[config.mk]
export PLATFORM = sky130hd
export DESIGN_NAME = elec_display
export DESIGN_NICKNAME = d
export VERILOG_FILES = /design/src/rtl/elec_pkg.sv /design/src/rtl/bin2bcd_seq.sv /design/src/rtl/elec_display.sv
export SDC_FILE = /design/constraint.sdc
export NUM_CORES = 1
export LEC_CHECK = 0
export ABC_AREA = 1
export CORE_UTILIZATION = 60
export DETAILED_ROUTE_END_ITERATION = 8
export PLACE_DENSITY = 0.77
export SKIP_CTS_REPAIR_TIMING = 1
export SYNTH_ARGS = -nofsm -noshare
export SYNTH_HDL_FRONTEND = slang
export SYNTH_HIERARCHICAL = 1
export SYNTH_SLANG_ARGS = --single-unit
[constraint.sdc]
create_clock -name clkin -period 4.2 [get_ports clkin]
set_clock_uncertainty 0.15 [all_clocks]
set_input_delay 0.63 -clock clkin [delete_from_list [all_inputs] [get_ports clkin]]
set_output_delay 0.63 -clock clkin [all_outputs]
set_load 0.005 [all_outputs]
[src/rtl/elec_pkg.sv]
// Shared types and constants for the electricity display: converter FSM states,
// 7-segment codes ({dp,g,f,e,d,c,b,a}, active-high) and the digit-to-segment decoder.
package elec_pkg;

    typedef enum logic [1:0] {
        IDLE  = 2'd0,
        LOAD  = 2'd1,
        SHIFT = 2'd2,
        DONE  = 2'd3
    } conv_state_t;

    localparam int unsigned BCD_W = 12;

    localparam logic [7:0] SEG_0     = 8'h3F;
    localparam logic [7:0] SEG_1     = 8'h06;
    localparam logic [7:0] SEG_2     = 8'h5B;
    localparam logic [7:0] SEG_3     = 8'h4F;
    localparam logic [7:0] SEG_4     = 8'h66;
    localparam logic [7:0] SEG_5     = 8'h6D;
    localparam logic [7:0] SEG_6     = 8'h7D;
    localparam logic [7:0] SEG_7     = 8'h07;
    localparam logic [7:0] SEG_8     = 8'h7F;
    localparam logic [7:0] SEG_9     = 8'h6F;
    localparam logic [7:0] SEG_E     = 8'h79;
    localparam logic [7:0] SEG_BLANK = 8'h00;

    function automatic logic [7:0] seg_of(input logic [3:0] digit);
        logic [7:0] code;
        code = SEG_BLANK;
        case (digit)
            4'd0:    code = SEG_0;
            4'd1:    code = SEG_1;
            4'd2:    code = SEG_2;
            4'd3:    code = SEG_3;
            4'd4:    code = SEG_4;
            4'd5:    code = SEG_5;
            4'd6:    code = SEG_6;
            4'd7:    code = SEG_7;
            4'd8:    code = SEG_8;
            4'd9:    code = SEG_9;
            default: code = SEG_BLANK;
        endcase
        return code;
    endfunction

endpackage

[src/rtl/bin2bcd_seq.sv]
// Sequential double-dabble converter: one shift per clock, result clamped to 999.
// Exposes its FSM state so the parent can qualify start and checkers can bind to it.
module bin2bcd_seq
    import elec_pkg::*;
#(
    parameter int W = 10
) (
    input  logic             clkin,
    input  logic             rst,
    input  logic             start,
    input  logic [W-1:0]     din,
    output logic             busy,
    output logic             done,
    output logic [BCD_W-1:0] result,
    output logic             ovf,
    output conv_state_t      state
);

    // Handshake: start is accepted only on a cycle where state==IDLE; din must then
    // stay stable until done, which is high for exactly the one DONE cycle while
    // result/ovf are valid. busy covers the whole LOAD..DONE span.

    localparam int SH_W = BCD_W + W;
    localparam logic [3:0] ITER_LAST = 4'(W - 1);

    conv_state_t     state_next;
    logic [SH_W-1:0] sh;
    logic [3:0]      iter;

    function automatic logic [SH_W-1:0] dabble_step(input logic [SH_W-1:0] v);
        logic [SH_W-1:0] r;
        r = v;
        for (int n = 0; n < 3; n++) begin
            if (r[W+4*n +: 4] >= 4'd5) begin
                r[W+4*n +: 4] = r[W+4*n +: 4] + 4'd3;
            end
        end
        return {r[SH_W-2:0], 1'b0};
    endfunction

    always_ff @(posedge clkin or negedge rst) begin
        if (!rst) begin
            state <= IDLE;
        end else begin
            state <= state_next;
        end
    end

    always_comb begin
        state_next = state;
        case (state)
            IDLE:    if (start) state_next = LOAD;
            LOAD:    state_next = SHIFT;
            SHIFT:   if (iter == ITER_LAST) state_next = DONE;
            DONE:    state_next = IDLE;
            default: state_next = IDLE;
        endcase
    end

    always_ff @(posedge clkin or negedge rst) begin
        if (!rst) begin
            sh   <= '0;
            iter <= '0;
            busy <= 1'b0;
        end else begin
            case (state)
                IDLE: begin
                    if (start) busy <= 1'b1;
                end
                LOAD: begin
                    sh   <= {{BCD_W{1'b0}}, din};
                    iter <= '0;
                end
                SHIFT: begin
                    sh   <= dabble_step(sh);
                    iter <= iter + 4'd1;
                end
                DONE: begin
                    busy <= 1'b0;
                end
                default: ;
            endcase
        end
    end

    // Values above 999 cannot be shown on three digits; saturate and flag instead.
    assign ovf    = (32'(din) > 32'd999);
    assign result = ovf ? 12'h999 : sh[SH_W-1:W];
    assign done   = (state == DONE);

endmodule

[src/rtl/elec_display.sv]
// Shows the charged-electricity value on a 4-digit multiplexed 7-segment display,
// re-running the BCD conversion whenever the input differs from the last converted value.
module elec_display
    import elec_pkg::*;
#(
    parameter int SCAN_DIV = 100000,
    parameter int W        = 10
) (
    input  logic         clkin,
    input  logic         rst,
    input  logic [W-1:0] electricity,
    input  logic         input_end,
    input  logic         en,
    output logic [3:0]   tube_sel,
    output logic [7:0]   seg,
    output logic         busy
);

    localparam int CW = (SCAN_DIV > 1) ? $clog2(SCAN_DIV) : 1;
    localparam logic [CW-1:0] CNT_LAST = CW'(SCAN_DIV - 1);

    logic [W-1:0]     shadow;
    logic             start_pend;
    logic             conv_start;
    logic             conv_busy;
    logic             conv_done;
    logic             conv_ovf;
    logic [BCD_W-1:0] conv_result;
    conv_state_t      conv_state;

    logic [BCD_W-1:0] bcd;
    logic             ovf;
    logic [CW-1:0]    cnt;
    logic [1:0]       idx;
    logic [7:0]       digit_seg;
    logic [3:0]       units;
    logic [3:0]       tens;
    logic [3:0]       hund;

    // A change seen while the converter is busy is simply picked up on the next
    // IDLE cycle, so the most recent value always ends up on the display.
    assign conv_start = (conv_state == IDLE) && (start_pend || (electricity != shadow));

    always_ff @(posedge clkin or negedge rst) begin
        if (!rst) begin
            shadow     <= '0;
            start_pend <= 1'b1;
        end else if (conv_start) begin
            shadow     <= electricity;
            start_pend <= 1'b0;
        end
    end

    bin2bcd_seq #(.W(W)) u_conv (
        .clkin  (clkin),
        .rst    (rst),
        .start  (conv_start),
        .din    (shadow),
        .busy   (conv_busy),
        .done   (conv_done),
        .result (conv_result),
        .ovf    (conv_ovf),
        .state  (conv_state)
    );

    assign busy = conv_busy;

    always_ff @(posedge clkin or negedge rst) begin
        if (!rst) begin
            bcd <= '0;
            ovf <= 1'b0;
        end else if (conv_done) begin
            bcd <= conv_result;
            ovf <= conv_ovf;
        end
    end

    always_ff @(posedge clkin or negedge rst) begin
        if (!rst) begin
            cnt <= '0;
            idx <= 2'd0;
        end else if (cnt == CNT_LAST) begin
            cnt <= '0;
            idx <= idx + 2'd1;
        end else begin
            cnt <= cnt + 1'b1;
        end
    end

    assign units = bcd[3:0];
    assign tens  = bcd[7:4];
    assign hund  = bcd[11:8];

    always_comb begin
        digit_seg = SEG_BLANK;
        case (idx)
            2'd0: digit_seg = seg_of(units) | {ovf, 7'b0};
            2'd1: if ((hund != 4'd0) || (tens != 4'd0)) digit_seg = seg_of(tens);
            2'd2: if (hund != 4'd0) digit_seg = seg_of(hund);
            default: if (input_end) digit_seg = SEG_E;
        endcase
    end

    always_ff @(posedge clkin or negedge rst) begin
        if (!rst) begin
            tube_sel <= 4'b0000;
            seg      <= SEG_BLANK;
        end else if (en) begin
            tube_sel <= 4'b0001 << idx;
            seg      <= digit_seg;
        end else begin
            tube_sel <= 4'b0000;
            seg      <= SEG_BLANK;
        end
    end

endmodule

After elaboration in Yosys (flattened, before gate mapping). Memory sizes are Yosys's and may differ from the RTL's. Cells that the tools add are included.

Flip-flop bits (word level): 84. Bits in latches: 0. RAM bits: 0. ROM bits: 336. Bits of input ports: 14. Output and inout bits: 13. Logic and storage cells: 67. Memories: 3.

Add/subtract/negate cells: 6. Multipliers: 0. Divide/modulo/power cells: 0. Magnitude comparators: 4. Equality and inequality tests: 10. Shifts and indexed selects: 1. Muxes and demuxes: 19. Bitwise logic cells: 1. Reductions and logical operators: 11.

Memory list: (no name shown) (words 16, bits a word 7, read ports 1, clocked after memory_dff 0, wr ports 0, RTL line elec_pkg.sv:30) `case (digit)`; (no name shown) (words 16, bits a word 7, read ports 1, clocked after memory_dff 0, wr ports 0, RTL line elec_pkg.sv:30); (no name shown) (words 16, bits a word 7, read ports 1, clocked after memory_dff 0, wr ports 0, RTL line elec_pkg.sv:30).

Operators by type and width (count): case mux 22 bit (2 select lines) (1); two-way mux 8 bit (4); case mux 8 bit (3 select lines) (1); adder 17 x 1 -> 17 bit (second input constant) (1); equality test 17 bit (second input constant) (1); two-way mux 17 bit (1); greater-or-equal comparator 4 x 3 -> 1 bit (second input constant) (3); two-way mux 12 bit (1); two-way mux 4 bit (3); > comparator 10 bit (second input constant) (1); inequality test 10 bit (1); adder 4 x 2 -> 4 bit (second input constant) (2); OR 8 bit (1); case mux 2 bit (4 select lines) (1); case mux 4 bit (2 select lines) (1); nonzero test 4 bit (2); two-way mux 7 bit (1); equality test 2 bit (second input constant) (3); adder 4 x 1 -> 4 bit (second input constant) (1); equality test 2 x 1 -> 1 bit (second input constant) (2); equality test 4 bit (second input constant) (1); zero test 2 bit (2); two-way mux 2 bit (2); AND reduction 2 bit (2); 11 further kinds (13).

Depth between registers and ports, before layout.
Depth in word-level cells: 5. Depth in mapped cells: 14. Gate-level depth less buffers: 14.

By module. Netlist, hierarchy kept.

By module, submodules not included: elec_display (times used 1, cells an instance 413, area an instance 3185.6 µm², sequential area each 1377.6 µm²); bin2bcd_seq (times used 1, cells an instance 216, area an instance 1666.6 µm², sequential area each 725.7 µm²).

Least setup slack after synthesis. Ideal clock, no wire load.

Path type: input to register. From: input electricity[9]. To: register u_conv.state[1]. Setup time: 128 ps. Arrival time: 1380 ps. Slack: 2542 ps. Stages on the path: 11. Buffers on the path: 0. Path through: inv_1 -> a21oi_1 -> nand2_1 -> nor2_1 -> nand3_1 -> nand2_1 -> inv_1 -> inv_1 -> nand2_1 -> nand2_1 -> o21ai_0.

Longest elaborated chain between the ends: 5.

RTL lines: start: declaration (RTL line elec_display.sv:11) `input logic [W-1:0] electricity,`; inequality test 10 bit (RTL line elec_display.sv:42) `assign conv_start = (conv_state == IDLE) && (start_pend || (electricity != shadow));`; logical OR 1 bit (RTL line elec_display.sv:42); logical AND 1 bit (RTL line elec_display.sv:42); named net conv_start (RTL line elec_display.sv:24) `logic conv_start;`; inequality test 2 bit (no source line); AND reduction 2 bit (no source line); end signal: assignment (RTL line bin2bcd_seq.sv:45) `state <= state_next;`; end: declaration (RTL line bin2bcd_seq.sv:16) `output conv_state_t state`.

The timed path passes the listed nets, and every way through them passes these cells. A chain may end at the register's enable or synchronous reset.

Worst setup path after layout.
From: input electricity[1]. To: register u_conv.state[1].

Same word-level chain as after synthesis.

==> run_results.csv <==
group,metric,value,unit
worst_setup_path,endpoint_kind,"flop",
hold_path,hold_class,"input pin to async pin",
worst_setup_path,rr_endpoint,"u_conv/state[1]",
synth,synth_top_area_frac,0.428,
clocking,cts.sinks,84,
synth,synth_cells,629,
global_route,grt_util_all_layers,0.252,
timing,tns,0,ps
worst_setup_path,cp_slowest_stage_delay,500,ps
worst_setup_path,cp_common_cell,"nand2_1",
clocking,cts_buffers,9,
timing,period_share,0.614,
die,coreArea,0.00777,mm2
clocking,clk-insertion-delay-late,360,ps
synth,synth_area_leaders,"dfrtp_1, nand2_1, ha_1",
finish,final_nets,703,
routing,drt_iter0_drc,178,
worst_setup_path,r2r_setup_slack,1950,ps
timing,tightest_slew,1030,ps
timing,fmax,388,MHz
worst_setup_path,cp_top_family,"simple AND/OR/NAND/NOR gates",
synth,synth_edf_count,0,
pwr,ir_drop,414,uV
die,start_util,0.625,
synth,netlist_area,0.00485,mm2
synth,yosysWarnings,6,
clocking,root_buffer,"clkbuf_8",
worst_setup_path,path_cells,"clkdlybuf4s50_1 > inv_1 > nand2_1 > nand2_1 > inv_1 > nand2_1 > nor2_1 > nand3_1 > nand2_1 > inv_1 > inv_1 > nand2_1 > nand2_1 > o21ai_0",
global_route,grt-ovfl-total,0,
routing,drt_wl_total,9610,um
synth,synth-seq-cells,84,
finish,layout_commonest_cell,"nand2_1",
finish,drive_gt1_frac,0.0726,
pwr,leakage,2.83,nW
synth,avgSynthCellArea,7.71,um2
synth,synth_top_flop_cell,"dfrtp_1",
global_route,grt_pass1_wl,17000,um
timing,finalMaxSlewViolations,0,
routing,vias,3978,
synth,async_flop_share,1.00,
clocking,cts_buffer_depth,2,
die,dieWidth,91.9,um
worst_setup_path,r2r_start,"shadow[9]",
clocking,clkSlewWorstSetupHoldPaths,90,ps
die,num_rows,32,
worst_setup_path,critPathKind,"input pin to flop",
global_route,grt_max_degree,85,
placement,post-dp-hpwl,7040,um
placement,port_buffers,26,
die,die_y,91.9,um
worst_setup_path,worstPathRequired,4280,ps
worst_setup_path,r2r_cells,10,
timing,slew_headroom,0.311,
synth,synth_nets,676,
worst_setup_path,crit_buf_inv,5,
finish,antenna_cells,0,
synth,synth_cell_types,37,
clocking,cts_tree,"built",
worst_setup_path,path_depth,14,
worst_setup_path,cp_slowest_cell,"clkdlybuf4s50_1",
routing,drtAntennaViolNets,0,
outcome,status,"finished, final reports clean",
finish,syn2layout_area_growth,11.0,%
routing,dr.pass1.iters,5,
finish,final_cells,763,
die,ios,27,
placement,globalplace.congestion,0.887,
global_route,antenna_found_initial,0,
timing,rsz0062_at_grt,"false",
pwr,finalPower,2.66,mW
die,die-area,0.00845,mm2
routing,drc,0,
finish,layout_common_cells,"nand2_1, inv_1, dfrtp_1",
timing,period_minus_slack,2580,ps
worst_setup_path,worstSetupStartpointType,"input pin",
routing,vias_per_cell,5.21,
finish,fillers,659,
global_route,first_global_vias,3968,
timing,setup_violations,0,
pwr,power_density,494,mW/mm2
synth,synth.largest_area_cell,"dfrtp_1",
finish,fin_util,0.693,
timing,hold_viol,0,
routing,wl_per_cell,12.6,um
placement,placed_cells,747,
synth,seq_area_frac_synth,0.433,
worst_setup_path,arrival,2660,ps
flow_run,maxCapViolations,0,
clocking,cts_max_level,3,
worst_setup_path,cp_max_fo,11,
[worst max path at each step]
stage              startpoint  slack (ps)              end
6_report       electricity[1]        1620  u_conv/state[1]
5_1_grt        electricity[1]        1320  u_conv/state[1]
4_1_cts        electricity[7]        1650  u_conv/state[1]
3_5_place_dp   electricity[9]        1280  u_conv/state[1]
3_3_place_gp   electricity[1]        1400  u_conv/state[1]
2_1_floorplan  electricity[9]        2540  u_conv/state[1]
[flip-flops by register name (all words and copies together), names as in the netlist]
| name | count |
|---|---|
| u_conv/busy | 1 |
| bcd | 12 |
| tube_sel | 4 |
| u_conv/iter | 4 |
| idx | 2 |
| seg | 8 |
| cnt | 17 |
| start_pend | 1 |
| u_conv/state | 2 |
| ovf | 1 |
| u_conv/sh | 22 |
| shadow | 10 |
[final cells by class]
cell class	count	area, um2	area share
flip-flops and latches	84	2100	0.390
inverters	104	392	0.0727
repair buffers	26	258	0.0479
clock inverters	5	60.1	0.0111
clock buffers	11	151	0.0281
well taps	102	128	0.0237
multi-input cells	431	2290	0.426
[metal layers]
metal | vias to the layer above | GRT usage | share of wire
li1 | 2040 | - | -
met1 | 1850 | 0.316 | 0.45
met2 | 76 | 0.438 | 0.50
met3 | 12 | 0.0415 | 0.035
met4 | 0 | 0.0924 | 0.013
met5 | - | 0 | 0
[power by group]
group          switching (mW)  internal [mW]  total [mW]
logic                   0.623          0.336       0.959
registers               0.123          0.978        1.10
clock network           0.297          0.307       0.604
[cell usage after synthesis, types with 4 or more instances]
cell	count
nand2_1	169
nand3_1	42
clkbuf_1	4
nand2_2	7
nand4_1	15
o21ai_0	34
dfrtp_1	83
inv_1	95
nor2_2	4
a21oi_1	16
xor2_1	9
nor3_1	5
nor2_1	56
ha_1	33
o211ai_1	9
inv_2	7
o21ai_1	11
[kinds of logic after synthesis]
family | count (synthesis) | share of synthesized area
simple gates | 309 | 0.276
flops | 84 | 0.433
fa+ha+maj | 33 | 0.0851
xor+xnor | 12 | 0.0217
buf+inv | 114 | 0.0936
compound gates | 77 | 0.0905
[stage by stage]
step | setup WS [ps] | instance area [um2] | hold slack, ps
5_1_grt | 1320 | 5390 | 345
3_3_place_gp | 1400 | 5170 | 295
3_5_place_dp | 1280 | 5170 | 287
2_1_floorplan | 2540 | 4850 | 184
6_report | 1620 | 5390 | 297
4_1_cts | 1650 | 5390 | 302
Note: power is estimated with default switching activity, not from simulation.
